[src/rtl/tx_ilas_gen.sv]
// tx_ilas_gen: JESD204B initial lane alignment sequence generator for one lane.
// Emits NUM_MF multiframes of F*K octets with /R/, /A/, /Q/, config and checksum.
module tx_ilas_gen #(
  parameter int F      = 2,
  parameter int K      = 16,
  parameter int NUM_MF = 4
) (
  input  logic         clk,
  input  logic         rst_n,
  input  logic         i_start,
  input  logic         i_abort,
  input  logic [103:0] i_cfg,
  output logic [7:0]   o_data,
  output logic         o_vld,
  output logic         o_k,
  output logic         o_busy,
  output logic         o_done
);
  if (F < 1 || F > 256 || K < 1 || K > 32 || F * K < 17 || F * K > 1024 || NUM_MF < 4 || NUM_MF > 8) begin : g_bad_cfg
    $error("tx_ilas_gen: illegal F/K/NUM_MF combination");
  end
  localparam logic [9:0] OCT_LAST = 10'(F * K - 1);
  localparam logic [2:0] MF_LAST  = 3'(NUM_MF - 1);
  typedef enum logic {IDLE, RUN} state_t;
  state_t       state, nstate;
  logic [9:0]   oct, n_oct;
  logic [2:0]   mf, n_mf;
  logic [127:0] cfg_q;
  logic [7:0]   csum, sum;
  logic [3:0]   cfg_idx;
  logic [7:0]   d_data;
  logic         d_k, emit, fin, last, run, accept;
  always_comb begin
    sum = 8'd0;
    for (int i = 0; i < 13; i++) sum = sum + i_cfg[8*i +: 8];
  end
  // counters track the octet currently on the outputs; n_* is the one being registered
  assign run    = state == RUN;
  assign accept = state == IDLE && i_start && !i_abort;
  assign emit   = !i_abort && (run || accept);
  assign last   = oct == OCT_LAST;
  assign n_oct  = run && !last ? oct + 10'd1 : 10'd0;
  assign n_mf   = !run ? 3'd0 : last ? mf + 3'd1 : mf;
  assign fin    = run && n_mf == MF_LAST && n_oct == OCT_LAST;
  always_comb begin
    nstate = state;
    if (i_abort) nstate = IDLE;
    else if (accept) nstate = RUN;
    else if (fin) nstate = IDLE;
  end
  assign cfg_idx = n_oct[3:0] - 4'd2;
  assign d_k = n_oct == 10'd0 || n_oct == OCT_LAST || (n_mf == 3'd1 && n_oct == 10'd1);
  assign d_data = n_oct == 10'd0 ? 8'h1C :
                  n_oct == OCT_LAST ? 8'h7C :
                  n_mf != 3'd1 ? n_oct[7:0] :
                  n_oct == 10'd1 ? 8'h9C :
                  (n_oct >= 10'd2 && n_oct <= 10'd14) ? cfg_q[{cfg_idx, 3'b000} +: 8] :
                  n_oct == 10'd15 ? csum : n_oct[7:0];
  always_ff @(posedge clk or negedge rst_n) begin
    if (!rst_n) state <= IDLE;
    else state <= nstate;
  end
  always_ff @(posedge clk or negedge rst_n) begin
    if (!rst_n) begin
      oct    <= 10'd0;
      mf     <= 3'd0;
      cfg_q  <= 128'd0;
      csum   <= 8'd0;
      o_data <= 8'd0;
      o_vld  <= 1'b0;
      o_k    <= 1'b0;
      o_busy <= 1'b0;
      o_done <= 1'b0;
    end else begin
      if (accept) begin
        cfg_q <= {24'd0, i_cfg};
        csum  <= sum;
      end
      oct    <= emit ? n_oct : 10'd0;
      mf     <= emit ? n_mf : 3'd0;
      o_data <= emit ? d_data : 8'd0;
      o_k    <= emit && d_k;
      o_vld  <= emit;
      o_busy <= emit && !fin;
      o_done <= emit && fin;
    end
  end
endmodule

[config.mk]
export PLATFORM = sky130hd
export DESIGN_NAME = tx_ilas_gen
export DESIGN_NICKNAME = d
export VERILOG_FILES = /design/src/rtl/tx_ilas_gen.sv
export SDC_FILE = /design/constraint.sdc
export NUM_CORES = 1
export LEC_CHECK = 0
export CAP_MARGIN = 40
export CORE_AREA = 2 2 121 147
export CTS_CLUSTER_DIAMETER = 50
export DETAILED_ROUTE_END_ITERATION = 10
export DIE_AREA = 0 0 123 149
export DONT_BUFFER_PORTS = 1
export GPL_TIMING_DRIVEN = 0
export PLACE_DENSITY = 0.76
export SLEW_MARGIN = 10
export SYNTH_ARGS = -nofsm -noshare
export SYNTH_HDL_FRONTEND = slang
export SYNTH_SLANG_ARGS = --single-unit
[constraint.sdc]
create_clock -name clk -period 7.4 [get_ports clk]
set_input_delay 1.11 -clock clk [delete_from_list [all_inputs] [get_ports clk]]
set_output_delay 1.11 -clock clk [all_outputs]
set_load 0.05 [all_outputs]
# Word-level counts from Yosys, hierarchy flattened
# Cells that the tools add are included.
dict set report op_classes {
  addsub 15
  n_lt_le_gt_ge 2
  eq_ne 7
  shift 1
  n_mux 15
  bitwise_logic 1
  reduce_logical 19
}
# op count
set ops {}
lappend ops {{128-bit by 8-bit variable part select with 8-bit output} 1}
lappend ops {{8-bit adder} 12}
lappend ops {{8-bit 2-to-1 mux} 7}
lappend ops {{10-bit by 5-bit equality test with 1-bit output (second input constant)} 2}
lappend ops {{10-bit 2-to-1 mux} 2}
lappend ops {{1-bit logical AND} 11}
lappend ops {{10-bit by 1-bit adder with 10-bit output (second input constant)} 1}
lappend ops {{10-bit by 1-bit equality test with 1-bit output (second input constant)} 1}
lappend ops {{10-bit by 4-bit equality test with 1-bit output (second input constant)} 1}
lappend ops {{10-bit by 2-bit >= comparator with 1-bit output (second input constant)} 1}
lappend ops {{10-bit by 4-bit <= comparator with 1-bit output (second input constant)} 1}
lappend ops {{10-bit zero test} 1}
lappend ops {{3-bit 2-to-1 mux} 3}
lappend ops {{4-bit by 2-bit subtractor with 4-bit output (second input constant)} 1}
lappend ops {{3-bit by 1-bit adder with 3-bit output (second input constant)} 1}
lappend ops {{3-bit by 1-bit equality test with 1-bit output (second input constant)} 1}
lappend ops {{3-bit by 2-bit equality test with 1-bit output (second input constant)} 1}
lappend ops {{1-bit zero test} 3}
lappend ops {{1-bit logical OR} 3}
lappend ops {{1-bit 2-to-1 mux} 3}
lappend ops {{3-bit by 1-bit inequality test with 1-bit output (second input constant)} 1}
lappend ops {{3-bit nonzero test} 1}
lappend ops {{1-bit inverter} 1}
dict set report totals {
  register_bits 138
  output_inout_bits 12
}

# Logic depth before layout (Yosys ltp)
# Gate-level depths: netlist of run 1.
dict set report logic_depth {
  depth_word 12
  depth_mapped 18
  depth_no_buf 18
}

# Worst setup path after synthesis of run 1
# OpenSTA, ideal clock, no wires.
dict set report synth_path {
  path_kind {input-to-reg}
  startpoint {in i_cfg[2]}
  endpoint {reg csum[6]}
  setup_ns 0.125
  arrival_ns 5.067
  required_time_ns 7.275
  path_slack_ns 2.209
  path_stages 16
  n_path_buf 0
  cell_sequence {inv_1 -> fa_1 -> inv_1 -> fa_1 -> fa_1 -> fa_1 -> inv_1 -> fa_1 -> inv_1 -> ha_1 -> fa_1 -> a21oi_1 -> nor2_1 -> nor2_1 -> xnor2_1 -> mux2_2}
}
dict set report synth_between {
  elab_chain_cells 12
}
# item line
set synth_lines {}
lappend synth_lines {{start, declared} 12} ;# input logic [103:0] i_cfg,
lappend synth_lines {{8-bit adder (12 in a row)} 35} ;# for (int i = 0; i < 13; i++) sum = sum + i_cfg[8*i +: 8];
lappend synth_lines {{end signal, assigned} 77} ;# csum <= sum;
lappend synth_lines {{end, declared} 29} ;# logic [7:0] csum, sum;
# No other way between the ends.
# A chain may end at the register's enable or synchronous reset.

# Worst setup path in the final report of run 1
dict set report layout_path {
  startpoint {in i_cfg[3]}
  endpoint {reg csum[7]}
}
# Same word-level chain as after synthesis.

==> results of run 1 <==
worst paths after layout:
kind | to | cells past startpoint | slack, ps | start
setup / recovery | csum[7] | 16 | 2430 | i_cfg[3]
hold / removal | cfg_q[3] | 0 | 380 | rst_n
setup reg to reg | o_data[5] | 13 | 3050 | oct[0]
hold reg to reg | cfg_q[11] | 1 | 500 | cfg_q[11]
max in group asynchronous | cfg_q[69] | 0 | 6840 | rst_n
min in group clk | cfg_q[11] | 1 | 500 | cfg_q[11]
worst max-delay path: stages:
cell	delay, ps
inv_1	30
fa_1	520
inv_1	50
fa_1	510
fa_1	550
fa_1	550
inv_1	50
fa_1	530
inv_1	80
ha_1	290
a21o_1	150
a21oi_1	220
o21bai_1	100
a21oi_1	240
xnor2_1	150
a21oi_1	80
sequential cells by signal, indices dropped and copies added (netlist names), 3 cells and up:
| name | count |
|---|---|
| o_data | 8 |
| oct | 10 |
| cfg_q | 104 |
| mf | 3 |
| csum | 8 |
metrics by stage:
stage,power [W],hold slack (ps)
3_5_place_dp,0.00239,488
4_1_cts,0.00330,369
2_1_floorplan,0.00208,471
6_report,0.00330,381
5_1_grt,0.00356,368
3_3_place_gp,0.00235,484
cells in the final DEF (no fill, tap or decap), types with 17 or more instances in the layout:
cell type / instances
nand2_1: 22
dfrtp_1: 138
clkbuf_16: 17
inv_1: 126
clkbuf_1: 22
nor2_1: 32
a21oi_1: 17
o21ai_0: 17
mux2i_1: 18
fa_1: 69
mux2_2: 119
xnor2_1: 32
area by class of cell:
class | count | area [um2]
Clock inverter | 12 | 175
Inverter | 128 | 485
Clock buffer | 18 | 439
Fill cell | 1405 | 6990
Buffer | 39 | 209
Sequential cell | 138 | 3450
Tap cell | 220 | 275
Timing Repair Buffer | 5 | 52.6
Multi-Input combinational cell | 503 | 5030
power breakdown:
part / switching (W) / internal, W / leakage (nW)
sequential: 0.0000880 / 0.000894 / 1.67
clock: 0.000336 / 0.000568 / 0.294
combinational: 0.000729 / 0.000688 / 2.47
logic make-up after synthesis:
family,count (synthesis),synth area share (%)
AOI/OAI and AO/OA,120,9.81
xor gates and xnor gates,40,3.90
adders and majority gates,84,17.1
buffers and inverters,167,7.57
DFF,138,37.6
muxes,138,16.8
and+or+nand+nor,121,7.17
metal layers:
metal	GRT usage, %	up-vias	routed length, um
met1	36.1	3264	9190
met3	8.07	55	2260
li1	-	2806	-
met5	0	-	0
met2	47.8	307	12300
met4	11.1	0	792
==> results.toml, run 1 <==
[floorplanning]
ios = 120
start_util_pct = 53.6
die_x_um = 123
core-area_um2 = 17100
num_rows = 53
dieHeight_um = 149
die-area_um2 = 18300

[clock_tree]
cts_inserted_buffers = 17
clk_pin_slew_ps = 60
postCtsHoldBufs = 0
post-cts-setup-buffers = 0
htree_levels = 4
cts_resized = 0
clock_sinks = 138
cts_root_buffer = "clkbuf_16"
clk_latency_ps = 430
cts_max_path_buffers = 2
cts_tree = "done"

[global_route]
grt-ovfl-total = 0
antenna_found_initial = 0
grt_max_degree = 139
grt_pass1_vias = 6976
grt_pass1_wl_um = 39000
grtUsageTotal_pct = 29.0

[detailed_routing]
wl_per_cell_um = 23.1
drt_first_pass_iters = 6
remaining_drc_errors = 0
via_per_inst = 6.05
drt-total-wl_um = 24600
ant_nets = 0
vias = 6432
drtIter0Drc = 540

[yosys]
synth_ff_type = "dfrtp_1"
synth-edff-count = 0
seq_area_frac_synth_pct = 37.6
synth_area_leaders = "dfrtp_1 (38%), fa_1 (15%), mux2_2 (15%)"
yosysUniqueCellTypes = 81
yosysTopAreaCell = "dfrtp_1"
synth_cells = 808
synth.avg_cell_area_um2 = 11.4
synth_area_um2 = 9180
yosysWarnings = 0
yosys-top-cells-count = "dfrtp_1 (138), inv_1 (126), mux2_2 (119)"
post-synth-top-count-cell = "dfrtp_1"
synth_top_area_share_pct = 37.6
ys_ff_latch = 138
async_flop_share_pct = 100
synth_nets = 1000

[timing]
fin_skew_ps = 8.81
relSlewSlack_pct = 32.4
hold_viol = 0
worst_slack_ps = 2430
setup_viol = 0
worst_pin_slew_ps = 1010
period_share_pct = 67.1
period_minus_slack_ps = 4970
rsz0062_at_grt = "no"
fin_setup_tns_ps = 0
slew_violations = 0
max_freq_mhz = 201

[outcome]
status = "completed"

[place]
place_inst = 1033
pre_cts_slack_ps = 2010
io_buffers = 0
place_congestion = 0.916
dp_hpwl_um = 18500
placed_cell_area_um2 = 9500

[layout]
area_delta_synth_final_pct = 10.3
stdcell_count = 1063
final_area_um2 = 10100
fin_nets = 1024
antennaDiodeCount = 0
drive_gt1_share_pct = 22.3
postLayoutCoreUtil_pct = 59.1

[run]
drv_cap = 0

[pwr]
vdd_drop_max_uv = 236
leakagePower_nw = 4.44
power_density_nw_per_um2 = 326

[worst_hold_path]
min_path_type = "in2async"

[worst_setup_path]
crit_arrival_ps = 5240
startpoint_type = "input pin"
required_ps = 7670
critPathCaptureType = "register"
crit_fanout = 2
worstSetupPathType = "in2reg"
Note: power is estimated with default switching activity, not from simulation.
==> inputs of run 2 (changes only) <==
--- a/config.mk
+++ b/config.mk
@@ -5,14 +5,15 @@
 export SDC_FILE = /design/constraint.sdc
 export NUM_CORES = 1
 export LEC_CHECK = 0
+export ABC_AREA = 1
 export CAP_MARGIN = 40
-export CORE_AREA = 2 2 121 147
+export CORE_AREA = 2 2 122 147
 export CTS_CLUSTER_DIAMETER = 50
 export DETAILED_ROUTE_END_ITERATION = 10
-export DIE_AREA = 0 0 123 149
+export DIE_AREA = 0 0 124 149
 export DONT_BUFFER_PORTS = 1
 export GPL_TIMING_DRIVEN = 0
-export PLACE_DENSITY = 0.76
+export PLACE_DENSITY = 0.78
 export SLEW_MARGIN = 10
 export SYNTH_ARGS = -nofsm -noshare
 export SYNTH_HDL_FRONTEND = slang
==> constraint.sdc (replaced) <==
create_clock -name clk -period 4.5 [get_ports clk]
set_input_delay 0.675 -clock clk [delete_from_list [all_inputs] [get_ports clk]]
set_output_delay 0.675 -clock clk [all_outputs]
set_load 0.05 [all_outputs]
==> run 2 against run 1 <==
The run now ends with setup timing left. Synthesized cell count increased by 44%. Clock skew decreased by 1.0 ps. First-iteration DRC count increased by 44%. Final cell count increased by 33%. Global-route usage increased by 1.8 points. Clock power increased by 71%. Sequential share of layout area decreased by 0.19 points. Combinational power increased by 80%. Critical path type unchanged.
==> results.toml, run 2 <==
[timing]
slew_violations = 0
hold_ws_ps = 175
relSlewSlack_pct = 44.4
period_minus_slack_ps = 4570
period_share_pct = 102
worst_pin_slew_ps = 834
worst_slack_ps = -69.5
fin_setup_tns_ps = -69.5
fin_skew_ps = 7.81
max_freq_mhz = 219
rsz0062_at_grt = "yes"
hold_viol = 0
setup_viol = 1

[yosys]
post-synth-top-count-cell = "nand2_1"
synth_nets = 1357
yosysUniqueCellTypes = 39
synth_cells = 1165
seq_area_frac_synth_pct = 37.6
synth-edff-count = 0
synth_compound_area_share_pct = 6.25
synth_top_area_share_pct = 37.6
async_flop_share_pct = 100
synth_area_leaders = "dfrtp_1 (38%), nand2_1 (17%), fa_1 (15%)"
synth_ff_type = "dfrtp_1"
yosysTopAreaCell = "dfrtp_1"
synth.avg_cell_area_um2 = 7.89
synth_top_family_by_area = "simple AND/OR/NAND/NOR gates"
synth_area_um2 = 9190
yosysWarnings = 0
synth.area.mux_share_pct = 0.436
ys_ff_latch = 138
synth_xor_area_share_pct = 2.48
yosys-top-cells-count = "nand2_1 (424), inv_1 (163), dfrtp_1 (138)"
synth_simple_gate_area_share_pct = 27.0
synth_adder_area_share_pct = 17.1

[floorplanning]
ios = 120
core-area_um2 = 17200
die_x_um = 124
dieHeight_um = 149
die-area_um2 = 18500
start_util_pct = 53.3
num_rows = 53

[layout]
fin_nets = 1377
regArea_um2 = 3450
largestRegisters = "cfg_q (104), oct (10)"
stdcell_count = 1417
fillCellCount = 1493
multiInputGateArea_um2 = 4930
antennaDiodeCount = 0
final_common_cell = "nand2_1"
area_delta_synth_final_pct = 10.7
mostFrequentLayoutCells = "nand2_1 (424), inv_1 (162), dfrtp_1 (138)"
largest_reg_flops = 104
drive_gt1_share_pct = 7.69
regMostFlops = "cfg_q"

[detailed_routing]
ant_nets = 0
drt-total-wl_um = 26800
via_per_inst = 5.65
vias = 8004
drtIter0Drc = 780
remaining_drc_errors = 0
wl_per_cell_um = 18.9
drt_first_pass_iters = 5

[run]
drv_cap = 0

[worst_setup_path]
r2r_slack_ps = 140
reg2reg_to = "o_data[1]"
critPathCaptureType = "register"
required_ps = 4870
crit_fanout = 4
crit_end = "csum[7]"
startpoint_type = "input pin"
rr_worst_depth = 17
crit_arrival_ps = 4940
r2r-start = "oct[0]"
critPathLaunch = "i_cfg[3]"
worstSetupPathType = "in2reg"

[global_route]
grt-ovfl-total = 0
grt_pass1_vias = 7977
grtUsageTotal_pct = 30.8
antenna_found_initial = 0
grt_max_degree = 139
grt_pass1_wl_um = 41700

[clock_tree]
clk_latency_ps = 430
cts_inserted_buffers = 17
cts_tree = "done"
clk_pin_slew_ps = 60
cts_max_path_buffers = 2
clock_sinks = 138
htree_levels = 4
cts_root_buffer = "clkbuf_16"

[place]
place_inst = 1385
io_buffers = 0
dp_hpwl_um = 19700
place_congestion = 0.981

[worst_hold_path]
min_path_type = "in2async"

[pwr]
power_density_nw_per_um2 = 557
leakagePower_nw = 5.27
vdd_drop_max_uv = 514

[outcome]
violations = "setup timing"
status = "finished, violations left"
==> run 2: logic make-up (layout without fill, tap and decap cells) <==
logic type / after synthesis / after routing
AO/OA/AOI/OAI: 110 / 110
XOR/XNOR: 26 / 26
adder cells (fa/ha/maj): 84 / 84
buffers and inverters: 217 / 249
AND/OR/NAND/NOR: 586 / 586
multiplexers: 4 / 4
flip-flops: 138 / 138
==> run 2: worst min-delay path by stage <==
stage,from,endpoint,slack [ps],cells after the start
2_1_floorplan,rst_n,cfg_q[0],380,0
3_3_place_gp,rst_n,cfg_q[32],390,0
3_5_place_dp,rst_n,cfg_q[32],390,0
4_1_cts,rst_n,cfg_q[48],270,1
5_1_grt,rst_n,cfg_q[48],260,1
6_report,rst_n,cfg_q[64],180,1
==> run 2: layer usage <==
layer | vias up | global-route usage [%] | wire length (um)
met5 | - | 0 | 40
met4 | 2 | 19.7 | 1830
met3 | 139 | 7.57 | 2380
met2 | 470 | 48.5 | 12900
met1 | 3794 | 37.6 | 9580
li1 | 3599 | - | -
==> run 2: metrics by stage <==
stage	instance area [um2]	setup slack (ps)	power [W]	util (%)
floorplan	9210	3.37	0.00339	-
global placement	9490	-394	0.00390	55.0
detailed placement	9490	-450	0.00400	55.0
CTS	10200	3.60	0.00559	58.9
global route	10200	-189	0.00609	59.0
finish	10200	-69.5	0.00567	59.0
==> run 2: repair_timing <==
action,CTS,global route
pin swaps,2,2
hold endpoints to repair,138,0
endpoints found under the setup margin,1,8
resized for setup,0,2
setup buffers,0,0
hold buffers,1,0
==> run 2: power breakdown <==
part | switching (W) | internal, W
clock | 0.000559 | 0.000984
sequential | 0.000131 | 0.00144
combinational | 0.00149 | 0.00107
total | 0.00218 | 0.00349
==> run 2: layout make-up <==
class	instances	area share (%)
Multi-Input combinational cell	810	48.4
Sequential cell	138	33.9
Inverter	171	6.32
Clock inverter	10	1.61
Tap cell	220	2.71
Clock buffer	21	4.72
Timing Repair Buffer	1	0.271
Buffer	46	1.99
==> run 2: worst max-delay path, cell delays in order <==
cell and delay (ps):
inv_1 40, fa_1 550, inv_1 60, fa_1 500, fa_1 540, fa_1 510
inv_1 60, fa_1 520, inv_1 60, ha_4 230, a21oi_2 130, nand2_1 70
nand2_1 80, nand2_1 70, a21oi_2 250, xor2_1 250, nand3b_1 140, nand3_1 100
nand2_1 90
